### config.mk
export PLATFORM = sky130hd
export DESIGN_NAME = mesh_term_injector
export DESIGN_NICKNAME = d
export VERILOG_FILES = /design/src/rtl/mesh_term_injector.sv
export SDC_FILE = /design/constraint.sdc
export NUM_CORES = 1
export LEC_CHECK = 0
export ABC_AREA = 1
export BUFFER_PORTS_ARGS = -buffer_cell sky130_fd_sc_hd__buf_2
export CAP_MARGIN = 20
export CORE_MARGIN = 5
export CORE_UTILIZATION = 35
export CTS_CLUSTER_SIZE = 16
export DETAILED_ROUTE_END_ITERATION = 10
export GPL_TIMING_DRIVEN = 0
export PLACE_DENSITY = 0.61
export SYNTH_ARGS = -nofsm -noshare
export SYNTH_HDL_FRONTEND = slang
export SYNTH_SLANG_ARGS = --single-unit
export TNS_END_PERCENT = 1
### constraint.sdc
create_clock -name clk -period 3.9 [get_ports clk]
set_clock_uncertainty 0.2 [all_clocks]
set_input_delay 0.39 -clock clk [delete_from_list [all_inputs] [get_ports clk]]
set_output_delay 0.39 -clock clk [all_outputs]
set_load 0.03 [all_outputs]
### src/rtl/mesh_term_injector.sv
// mesh_term_injector
//   Terminal-side injection buffer for one external port of the mesh. Packets
//   from the test agent are target-checked, stamped with this terminal's source
//   id and queued in a circular FIFO whose head is presented to the edge router.
//   Accepted/dropped/rejected/delivered activity is counted for the scoreboard.
//
//   Handshake: an entry is offered while pndng=1 with data_out holding it; the
//   router consumes it by raising pop for a clock edge (one entry per edge).
//   A push is a single-cycle strobe sampled on the rising edge; an accepted push
//   becomes visible on pndng/data_out one cycle later.
//
// Ports
//   clk, rst          clock (rising edge), asynchronous active-high reset
//   push, data_in     agent write strobe and packet
//   full, count       FIFO full flag and occupancy
//   pndng, data_out   head valid and head packet (all-zero when empty)
//   pop               router consume strobe
//   overflow          sticky: a push was dropped while full
//   underflow         sticky: pop seen while empty
//   drop_cnt          pushes dropped because full (saturating)
//   bad_cnt           pushes rejected for an invalid target (saturating)
//   tx_cnt            packets popped by the router (wrapping)
module mesh_term_injector #(
  parameter int          PCKG_SZ = 40,
  parameter int          DEPTH   = 4,
  parameter int          ROWS    = 4,
  parameter int          COLUMS  = 4,
  parameter int          SRC_ROW = 0,
  parameter int          SRC_COL = 0,
  parameter logic [7:0]  BDCST   = 8'hFF
) (
  input  logic                     clk,
  input  logic                     rst,
  input  logic                     push,
  input  logic [PCKG_SZ-1:0]       data_in,
  output logic                     full,
  output logic [$clog2(DEPTH):0]   count,
  output logic                     pndng,
  output logic [PCKG_SZ-1:0]       data_out,
  input  logic                     pop,
  output logic                     overflow,
  output logic                     underflow,
  output logic [15:0]              drop_cnt,
  output logic [15:0]              bad_cnt,
  output logic [15:0]              tx_cnt
);

  localparam int AW = $clog2(DEPTH);
  localparam int CW = AW + 1;
  localparam logic [CW-1:0] DEPTH_L = CW'(DEPTH);
  localparam logic [5:0]    ROWS_L  = 6'(ROWS);
  localparam logic [5:0]    COLS_L  = 6'(COLUMS);
  localparam logic [7:0]    SRC_ID  = {4'(SRC_ROW), 4'(SRC_COL)};

  logic [PCKG_SZ-1:0] mem [DEPTH];
  logic [AW-1:0]      wr_ptr;
  logic [AW-1:0]      rd_ptr;

  logic [7:0]         target;
  logic               tgt_ok;
  logic               empty;
  logic               pop_ok;
  logic               push_ok;
  logic               push_drop;
  logic               push_bad;
  logic [PCKG_SZ-1:0] stamped;

  assign target = data_in[PCKG_SZ-1 -: 8];
  assign tgt_ok = (({2'b00, target[7:4]} < ROWS_L) && ({2'b00, target[3:0]} < COLS_L))
                  || (target == BDCST);

  assign empty = (count == '0);
  assign full  = (count == DEPTH_L);

  // A pop on an empty FIFO never pairs with a push: the push lands in the
  // empty slot and the pop only raises underflow.
  assign pop_ok    = pop && !empty;
  // When full, a simultaneous pop frees the slot the push needs.
  assign push_ok   = push && tgt_ok && (!full || pop_ok);
  assign push_drop = push && tgt_ok && full && !pop_ok;
  // Rejection happens regardless of occupancy.
  assign push_bad  = push && !tgt_ok;

  always_comb begin
    stamped = data_in;
    stamped[PCKG_SZ-10 -: 8] = SRC_ID;
  end

  always_ff @(posedge clk or posedge rst) begin
    if (rst) begin
      wr_ptr    <= '0;
      rd_ptr    <= '0;
      count     <= '0;
      overflow  <= 1'b0;
      underflow <= 1'b0;
      drop_cnt  <= '0;
      bad_cnt   <= '0;
      tx_cnt    <= '0;
    end else begin
      if (push_ok) wr_ptr <= wr_ptr + 1'b1;
      if (pop_ok) begin
        rd_ptr <= rd_ptr + 1'b1;
        tx_cnt <= tx_cnt + 16'd1;
      end
      case ({push_ok, pop_ok})
        2'b10:   count <= count + 1'b1;
        2'b01:   count <= count - 1'b1;
        default: count <= count;
      endcase
      if (push_drop) begin
        overflow <= 1'b1;
        if (drop_cnt != 16'hFFFF) drop_cnt <= drop_cnt + 16'd1;
      end
      if (push_bad && bad_cnt != 16'hFFFF) bad_cnt <= bad_cnt + 16'd1;
      if (pop && empty) underflow <= 1'b1;
    end
  end

  // Storage is not reset; stale entries are masked by pndng below.
  always_ff @(posedge clk) begin
    if (push_ok) mem[wr_ptr] <= stamped;
  end

  assign pndng    = !empty;
  assign data_out = pndng ? mem[rd_ptr] : '0;

endmodule

==> impl_metrics.toml, run 1 <==
[worst_setup_path]
critical_path_arrival_ps = 2420
class_of_the_most_critical_setup_path = "reg -> out"
crit_path_max_fanout = 10
cp.required_ps = 3310
worstSetupEndpointType = "output port"
start_kind = "flop"

[synthesis]
synthXorXnorAreaFrac_pct = 3.554
synth.most_common_cell = "sky130_fd_sc_hd__nor2_1"
synth-adder-area-share_pct = 1.284
synth_enable_flop_cells = 128
post_synth_mux_area_share_pct = 0
synthesized_area_fraction_occupied_by_and_or_nand_nor_cells_pct = 18.58
syn_std_cell_area_um2 = 8378
area_contributors_post_synth = "sky130_fd_sc_hd__edfxtp_1 (46%), sky130_fd_sc_hd__dfrtp_1 (17%), sky130_fd_sc_hd__nor2_1 (7.3%)"
ys_dominant_reg_cell = "sky130_fd_sc_hd__edfxtp_1"
netlist.top_cell.by_area = "sky130_fd_sc_hd__edfxtp_1"
syn_area_per_cell_um2 = 10.29
synth_compound_gate_area_share_pct = 8.662
synth_common_cells = "sky130_fd_sc_hd__nor2_1 (163), sky130_fd_sc_hd__edfxtp_1 (128), sky130_fd_sc_hd__nand2_1 (125)"
ys_async_sr_fraction_pct = 30.81
synth.top_cell.area_share_pct = 45.88
ys_types = 35
synth_sequential_area_ratio_pct = 62.90
largest_family_of_logic_cells_by_synthesized_area = "simple AND/OR/NAND/NOR gates"
yosys_register_bits = 185
synth-warning-count = 0
syn_inst_count = 814

[sta]
final.setup.tns_ps = 0
max_freq_mhz = 332.3
worst_slew_pin_slew_ps = 1054
hold_slack_ps = 29.18
setup_violations = 0
post-route-min-period_ps = 3009
grt_setup_unrepaired = "false"
finalHoldViolCount = 0
finalMaxSlewViolations = 0
worst_slew_margin_rel_pct = 29.44
timing.final.crit_share_pct = 77.17

[layout]
syn_to_final_growth_pct = 25.19
final_core_util_pct = 44.55
finish.instance_area_um2 = 10490
antenna_cells = 0
number_of_non_filler_instances_in_the_completed_layout = 1330
design.final.nets = 1050
post_route_cells_drive_above_1_share_pct = 21.07
layout.filler_cells = 2286

[place]
number_of_i_o_port_buffers = 122
placed_cells = 1267
place_area_um2 = 9552
finalWeightedCongestion = 0.8515
dp_hpwl_um = 13770

[grt]
global_route_wire_length_before_repair_um = 32310
antenna_found_initial = 2
first_global_vias = 6248
pin_count_of_the_biggest_net_entering_global_routing = 33
globalRoute.totalOverflow = 0
grt_use_total_pct = 15.28

[clock_network]
worstSkewPairLatency_ps = 440
cts.sinks = 185
ctsLongestPathBuffers = 2
path_clk_slew_ps = 80
cts_made_buffers = 17
clock_tree.root_cell = "sky130_fd_sc_hd__clkbuf_16"
h-tree-depth = 4
cts_tree = "yes"

[detailed_routing]
postRouteAntennaNets = 0
detailedRoute.firstPassIterationCount = 6
routed_wire_length_per_instance_um = 15.31
detail_route.wirelength_um = 20360
drt_drc_violations_left = 0
number_of_drc_markers_after_the_initial_detailed_route_iteration = 312
vias = 6274
vias_per_cell = 4.717

[floorplanning]
fp.dieArea_um2 = 27130
initial_core_util_pct = 35.59
num_rows = 56
ioPinCount = 139
coreArea_um2 = 23540
dieHeight_um = 164.7
floorplan.die.width_um = 164.7

[run]
max_cap_viol_count = 0

[min_path]
min-delay-path-class = "in -> reg"

[run_status]
outcome = "finished, final reports clean"

[power]
p_leak_uw = 0.004280
vdd_drop_max_mv = 0.4424
powerDensity_nw_per_um2 = 725.7
## layout make-up
class	instances	area, um2	share of cell area [%]
Buffer	37	202.7	1.932
Clock inverter	15	201.4	1.921
Sequential cell	185	5270	50.24
Timing Repair Buffer	158	1028	9.806
Inverter	57	214.0	2.040
Multi-Input combinational cell	542	2748	26.20
Clock buffer	17	425.4	4.056
Tap cell	319	399.1	3.805
## cell usage in the layout, fill, tap and decap left out, types with 2 or more instances in the layout
cell	n
sky130_fd_sc_hd__nor2_1	159
sky130_fd_sc_hd__edfxtp_1	128
sky130_fd_sc_hd__nand2_1	125
sky130_fd_sc_hd__buf_2	125
sky130_fd_sc_hd__o21ai_0	81
sky130_fd_sc_hd__dfrtp_1	57
sky130_fd_sc_hd__inv_1	51
sky130_fd_sc_hd__a21oi_1	33
sky130_fd_sc_hd__dlygate4sd3_1	31
sky130_fd_sc_hd__xor2_1	27
sky130_fd_sc_hd__nand3_1	22
sky130_fd_sc_hd__clkbuf_16	17
sky130_fd_sc_hd__o21ai_2	16
sky130_fd_sc_hd__clkbuf_1	16
sky130_fd_sc_hd__nand4_1	15
sky130_fd_sc_hd__nor3_1	15
sky130_fd_sc_hd__buf_4	8
sky130_fd_sc_hd__conb_1	8
sky130_fd_sc_hd__nor2_4	7
sky130_fd_sc_hd__xnor2_1	7
sky130_fd_sc_hd__ha_1	7
sky130_fd_sc_hd__nand3b_1	6
sky130_fd_sc_hd__inv_2	6
sky130_fd_sc_hd__buf_1	6
sky130_fd_sc_hd__buf_6	4
sky130_fd_sc_hd__inv_8	4
sky130_fd_sc_hd__clkinv_8	4
sky130_fd_sc_hd__inv_12	4
sky130_fd_sc_hd__buf_12	4
sky130_fd_sc_hd__nor2_2	2
sky130_fd_sc_hd__nand2_2	2
sky130_fd_sc_hd__clkinv_4	2
## flip-flops by register name, indices dropped and copies added (netlist names)
name / count
rd_ptr: 2
wr_ptr: 2
tx_cnt: 16
mem: 128
bad_cnt: 16
overflow: 1
underflow: 1
drop_cnt: 16
count: 3
## cell families after synthesis
logic type,count (synthesis)
other,1
flip-flops,185
XOR/XNOR,34
adder cells (fa/ha/maj),8
buffers and inverters,94
AO/OA/AOI/OAI,132
AND/OR/NAND/NOR,360
## worst max-delay path, cell delays in order (launching register included)
cell and delay, ps:
sky130_fd_sc_hd__dfrtp_1 410, sky130_fd_sc_hd__inv_2 60, sky130_fd_sc_hd__clkbuf_1 370, sky130_fd_sc_hd__clkbuf_1 460, sky130_fd_sc_hd__o21ai_0 180, sky130_fd_sc_hd__a21oi_1 250, sky130_fd_sc_hd__buf_2 250
## metal layers
| layer | vias up | track usage (%) | wire length, um |
|---|---|---|---|
| met5 | - | 0 | 14 |
| met4 | 4 | 3.403 | 209 |
| met3 | 19 | 4.268 | 1201 |
| met2 | 158 | 25.81 | 9737 |
| met1 | 2994 | 19.67 | 9196 |
| li1 | 3099 | - | - |
## power breakdown
part / internal (uW) / leakage, uW / switching [uW]
combinational: 923 / 0.00214 / 2360
sequential: 2310 / 0.00183 / 226
clock: 893 / 0.000303 / 900
total: 4130 / 0.00428 / 3480
## through the flow
step	power [uW]	setup slack, ps
CTS	7680	833.4
detailed placement	5853	897.3
finish	7612	890.5
global placement	5801	-739.9
global route	8081	715.7
floorplan	4824	835.0
## path summary, 6_finish.rpt
check                                      startpoint                 endpoint  slack (ps)  cells after the start
worst max-delay path            rd_ptr[0]$_DFFE_PP0P_              data_out[0]         890                      6
worst min-delay path                      data_in[34]     mem[3][26]$_DFFE_PP_          30                      1
worst max register to register   count[1]$_DFFE_PP0P_      mem[1][5]$_DFFE_PP_        1250                      5
worst min register to register   overflow$_DFFE_PP0P_     overflow$_DFFE_PP0P_         270                      2
max in group asynchronous                         rst   tx_cnt[15]$_DFFE_PP0P_        2520                      4
min in group asynchronous                         rst  drop_cnt[7]$_DFFE_PP0P_         370                      3
## repair_timing
action,in CTS,in global routing
hold buffers,31,0
gates resized for setup,0,0
buffers inserted,0,0
endpoints found under the hold margin,140,0
No activity file was read; power rests on OpenSTA's default activity.
==> inputs of run 2 (changes only) <==
ABC_AREA = 0   (was 1)
clock period = 3.1 ns   (was 3.9 ns; I/O delays follow)
==> impl_metrics.toml, run 2 <==
[synthesis]
synth_sequential_area_ratio_pct = 68.82
ys_dominant_reg_cell = "sky130_fd_sc_hd__edfxtp_1"
ys_async_sr_fraction_pct = 30.81
synth_enable_flop_cells = 128
synth-warning-count = 0
syn_std_cell_area_um2 = 7657
syn_area_per_cell_um2 = 16.68
synth_common_cells = "sky130_fd_sc_hd__edfxtp_1 (128), sky130_fd_sc_hd__dfrtp_1 (57), sky130_fd_sc_hd__xnor2_1 (36)"
netlist.top_cell.by_area = "sky130_fd_sc_hd__edfxtp_1"
synth.top_cell.area_share_pct = 50.20
ys_types = 47
syn_inst_count = 459
area_contributors_post_synth = "sky130_fd_sc_hd__edfxtp_1 (50%), sky130_fd_sc_hd__dfrtp_1 (19%), sky130_fd_sc_hd__mux4_2 (9.4%)"
yosys_register_bits = 185
synth.most_common_cell = "sky130_fd_sc_hd__edfxtp_1"

[floorplanning]
coreArea_um2 = 21690
ioPinCount = 139
fp.dieArea_um2 = 24940
dieHeight_um = 157.9
num_rows = 54
initial_core_util_pct = 35.31
floorplan.die.width_um = 157.9

[layout]
largest_register_ffs = 128
layout_commonest_cell = "sky130_fd_sc_hd__edfxtp_1"
seq_area_um2 = 5270
multi_input_comb_area_um2 = 2263
syn_to_final_growth_pct = 26.16
antenna_cells = 0
design.final.nets = 699
max_flop_register = "mem"
post_route_cells_drive_above_1_share_pct = 34.09
layout.filler_cells = 1947
most-common-layout-cells = "sky130_fd_sc_hd__edfxtp_1 (128), sky130_fd_sc_hd__buf_2 (127), sky130_fd_sc_hd__dfrtp_1 (57)"
finish.instance_area_um2 = 9661

[sta]
worst_slew_pin_slew_ps = 755.5
grt_setup_unrepaired = "false"
finalMaxSlewViolations = 0
worst_slew_margin_rel_pct = 49.64
max_freq_mhz = 340.9
post-route-min-period_ps = 2933
finalHoldViolCount = 0
setup_violations = 0
timing.final.crit_share_pct = 94.62
hold_slack_ps = 186.0

[detailed_routing]
detailedRoute.firstPassIterationCount = 4
detail_route.wirelength_um = 16170
drt_drc_violations_left = 0
routed_wire_length_per_instance_um = 17.20
vias_per_cell = 4.754
vias = 4469
postRouteAntennaNets = 0
number_of_drc_markers_after_the_initial_detailed_route_iteration = 205

[power]
powerDensity_nw_per_um2 = 807.4
p_leak_uw = 0.003760
fin_total_pwr_uw = 7800
vdd_drop_max_mv = 0.5011

[clock_network]
cts_tree = "yes"
h-tree-depth = 4
worstSkewPairLatency_ps = 420
ctsLongestPathBuffers = 2
path_clk_slew_ps = 60
post_cts_resize_count = 0
cts_made_buffers = 17
cts.sinks = 185
clock_tree.root_cell = "sky130_fd_sc_hd__clkbuf_16"
post_cts_buffers = 0

[worst_setup_path]
worstSetupEndpointType = "output port"
crit_path_max_fanout = 10
critical_path_arrival_ps = 2420
cp.required_ps = 2590
start_kind = "flop"
class_of_the_most_critical_setup_path = "reg -> out"

[grt]
grt_use_total_pct = 13.29
globalRoute.totalOverflow = 0
antenna_found_initial = 0
pin_count_of_the_biggest_net_entering_global_routing = 33
first_global_vias = 4835
global_route_wire_length_before_repair_um = 25670

[place]
finalWeightedCongestion = 0.8337
number_of_i_o_port_buffers = 122
dp_hpwl_um = 10930
place_area_um2 = 8755

[run]
max_cap_viol_count = 0

[run_status]
outcome = "finished, final reports clean"

[min_path]
min-delay-path-class = "in -> reg"
-- run 2: changes by cell type after synthesis, sizes merged, moves of 8 or more --
cell / change
nand2: -104
xor2: -17
mux4: +32
nor3: -13
a21oi: -29
xnor2: +29
buf: -8
nor2: -153
inv: -45
nor2b: +32
o21ai: -96
nand3: -9
clkbuf: -9
-- run 2: power by group --
group          switching (uW)  internal, uW  leakage [uW]  total, uW
clock network             956          1120      0.000264       2080
logic                    1690          1010       0.00161       2700
registers                 203          2820       0.00189       3020
total                    2850          4950       0.00376       7800
-- run 2: routing by layer --
metal  wire, um  GRT usage, %  share of wire [%]  vias up
met5          0             0                  0        -
met2       7850         22.01                 49      111
li1           -             -                  -     2081
met4        120         2.745               0.74        0
met1       7089         16.81                 44     2268
met3       1110         5.030                6.9        9
-- run 2: cells by family (layout without fill, tap and decap cells) --
| group | Yosys count | after routing | share of synthesized area, % |
|---|---|---|---|
| compound gates | 15 | 15 | 1.912 |
| xor+xnor | 46 | 46 | 5.261 |
| simple gates | 135 | 135 | 10.41 |
| flops | 185 | 185 | 68.82 |
| buf+inv | 32 | 226 | 2.026 |
| other cells | 1 | 8 | 0.04897 |
| mux | 37 | 37 | 10.11 |
| fa+ha+maj | 8 | 8 | 1.405 |
-- run 2: final cells by class --
type                       instances  area share, %
sequential                       185          54.55
clock inverter                    15          1.451
timing repair buffer             162          10.93
tap                              280          3.626
buffer                            20          1.140
multi-input combinational        249          23.43
inverter                          12         0.4663
clock buffer                      17          4.404
-- run 2: critical path, stage by stage (launching register included) --
cell	delay, ps
sky130_fd_sc_hd__dfrtp_1	320
sky130_fd_sc_hd__clkbuf_1	290
sky130_fd_sc_hd__clkbuf_1	620
sky130_fd_sc_hd__mux4_2	400
sky130_fd_sc_hd__nor2b_1	150
sky130_fd_sc_hd__buf_2	220
-- run 2: what timing repair did --
action                                  CTS  global route
endpoints found under the setup margin    0             0
hold endpoints to repair                154             0
hold buffers                             34             0
-- run 2: path summary, 6_finish.rpt --
kind	start	endpoint	slack [ps]	cells past startpoint
worst max register to register	count[0]$_DFFE_PP0P_	count[2]$_DFFE_PP0P_	900	7
worst max-delay path	rd_ptr[1]$_DFFE_PP0P_	data_out[38]	170	5
min in group asynchronous	rst	drop_cnt[5]$_DFFE_PP0P_	310	3
max in group asynchronous	rst	tx_cnt[14]$_DFFE_PP0P_	1820	4
worst min-delay path	push	wr_ptr[0]$_DFFE_PP0P_	190	4
worst min register to register	tx_cnt[15]$_DFFE_PP0P_	tx_cnt[15]$_DFFE_PP0P_	270	1
-- run 2: through the flow --
step / setup TNS, ps / setup WS (ps) / utilization (%) / cells
after floorplan: 0 / 530.4 / - / 466
after detailed placement: 0 / 466.2 / 40.37 / 874
after global placement: -52560 / -418.8 / 39.86 / 868
after CTS: 0 / 87.76 / 44.54 / 940
final: 0 / 166.8 / 44.54 / 940
after global routing: 0 / 26.59 / 44.54 / 940
==> inputs of run 3 (changes only) <==
PLACE_DENSITY = default   (was 0.61)
==> impl_metrics.toml, run 3 (synthesis results as in run 2) <==
[power]
switching_power_uw = 2902
internal_power_uw = 4988
seq_power_share_pct = 38.3
powerDensity_nw_per_um2 = 813.8
vdd_drop_max_mv = 0.5192
switching_share_pct = 36.78
power.clock.fraction_pct = 27.4
comb_power_share_pct = 34.3
p_leak_uw = 0.003783

[worst_setup_path]
startpoint_of_the_worst_slack_reg_to_reg_timing_path = "count[2]$_DFFE_PP0P_"
crit_path_max_fanout = 10
master_of_the_slowest_instance_on_the_critical_path = "sky130_fd_sc_hd__clkbuf_1"
critical_path_arrival_ps = 2380
path_common_cell = "sky130_fd_sc_hd__clkbuf_1"
crit_path_cell_trace = "clkbuf_1 > clkbuf_1 > mux4_2 > nor2b_1 > buf_2"
cp.required_ps = 2590
regToRegEndpoint = "mem[2][9]$_DFFE_PP_"
rrSetupSlack_ps = 710
worstSetupEndpointType = "output port"
critical_path.max_stage_delay_ps = 610
r2r.worst_path.cells = 5
start_kind = "flop"
class_of_the_most_critical_setup_path = "reg -> out"

[place]
dp_hpwl_um = 11120
finalWeightedCongestion = 0.8035
placed_cells = 873
number_of_i_o_port_buffers = 122
place_area_um2 = 8750

[sta]
worst_slew_margin_rel_pct = 50.66
grt_setup_unrepaired = "false"
setup_violations = 0
worst_slew_pin_slew_ps = 740.1
finalMaxSlewViolations = 0
finalHoldViolCount = 0
max_freq_mhz = 345.7
post-route-min-period_ps = 2892
timing.final.crit_share_pct = 93.31

[layout]
final_core_util_pct = 44.70
post_route_cells_drive_above_1_share_pct = 34.29
syn_to_final_growth_pct = 26.62
max_flop_register = "mem"
antenna_cells = 0
largest_register_ffs = 128
finish.instance_area_um2 = 9696
layout_commonest_cell = "sky130_fd_sc_hd__edfxtp_1"
design.final.nets = 698
most-common-layout-cells = "sky130_fd_sc_hd__edfxtp_1 (128), sky130_fd_sc_hd__buf_2 (126), sky130_fd_sc_hd__dfrtp_1 (57)"
number_of_non_filler_instances_in_the_completed_layout = 939

[run]
max_cap_viol_count = 0

[grt]
globalRoute.totalOverflow = 0
use_met3_pct = 4.675
first_global_vias = 4747
grt_use_total_pct = 13.36
use_met1_pct = 16.81
antenna_found_initial = 1
global_route.peak_usage_layer = "met2"
globalRouteMet2Util_pct = 22.21
pin_count_of_the_biggest_net_entering_global_routing = 33
global_route_wire_length_before_repair_um = 25470

[run_status]
outcome = "finished, final reports clean"

[floorplanning]
num_rows = 54
fp.dieArea_um2 = 24940
coreArea_um2 = 21690
dieHeight_um = 157.9
initial_core_util_pct = 35.31
ioPinCount = 139
floorplan.die.width_um = 157.9

[clock_network]
post_cts_buffers = 0
h-tree-depth = 4
cts.sinks = 185
cts_tree = "yes"
path_clk_slew_ps = 70
worstSkewPairLatency_ps = 420
cts_made_buffers = 17
ctsLongestPathBuffers = 2
clock_tree.root_cell = "sky130_fd_sc_hd__clkbuf_16"

[detailed_routing]
number_of_drc_markers_after_the_initial_detailed_route_iteration = 125
vias = 4456
drt_drc_violations_left = 0
postRouteAntennaNets = 0
detail_route.wirelength_um = 16030
routed_wire_length_per_instance_um = 17.07
detailedRoute.firstPassIterationCount = 4
vias_per_cell = 4.745

[min_path]
hold_end = "wr_ptr[0]$_DFFE_PP0P_"
worstHoldPathCells = 4
worstHoldStart = "push"
min-delay-path-class = "in -> reg"
==> run 3: repair_timing <==
item	CTS	global route
gates resized for setup	1	0
setup endpoints to repair	29	0
hold buffers	34	0
endpoints found under the hold margin	154	0
==> run 3: worst max path at each step <==
stage / startpoint / to / slack [ps] / cells after the start
after CTS: rd_ptr[1]$_DFFE_PP0P_ / data_out[16] / 140 / 5
after global placement: data_in[38] / mem[0][10]$_DFFE_PP_ / -360 / 5
after floorplan: count[2]$_DFFE_PP0P_ / mem[0][0]$_DFFE_PP_ / 530 / 4
final: rd_ptr[1]$_DFFE_PP0P_ / data_out[16] / 210 / 5
after detailed placement: count[0]$_DFFE_PP0P_ / data_out[34] / 390 / 4
after global routing: rd_ptr[1]$_DFFE_PP0P_ / data_out[34] / 10 / 5
==> run 3: power groups by stage <==
stage               clock network [uW]  registers [uW]  logic [uW]
global placement                     0            3060        2680
CTS                               2230            3020        2770
finish                            2170            3020        2700
detailed placement                   0            3070        2730
global route                      2340            3060        2920
floorplan                            0            3280        1710
==> run 3: layout make-up <==
cell class / count / area (um2)
fill: 1920 / 11990
sequential: 185 / 5270
multi-input combinational: 249 / 2268
timing repair buffer: 161 / 1051
clock buffer: 17 / 425.4
tap: 280 / 350.3
clock inverter: 15 / 175.2
buffer: 20 / 110.1
inverter: 12 / 45.04
==> run 3: worst max-delay path: cells and delay by family, from the launching register on <==
family                 cells  cell delay (ps)
AND/OR/NAND/NOR            1              150
flip-flops                 1              320
multiplexers               1              400
buffers and inverters      3             1090
==> run 3: per-stage QoR <==
| stage | setup TNS [ps] | hold slack (ps) | power (uW) | worst slack [ps] |
|---|---|---|---|---|
| floorplan | 0 | 208.9 | 4986 | 530.4 |
| global placement | -44450 | 251.3 | 5737 | -358.3 |
| detailed placement | 0 | 204.2 | 5796 | 390.9 |
| CTS | 0 | 154.5 | 8023 | 145.0 |
| global route | 0 | 187.4 | 8319 | 11.49 |
| finish | 0 | 188.3 | 7891 | 207.5 |
==> run 3: per-layer routing <==
metal | up-vias | routed length [um] | share of wire, %
li1 | 2083 | - | -
met1 | 2235 | 6901 | 43
met2 | 124 | 7836 | 49
met3 | 12 | 1150 | 7.2
met4 | 2 | 126 | 0.79
met5 | - | 13 | 0.081
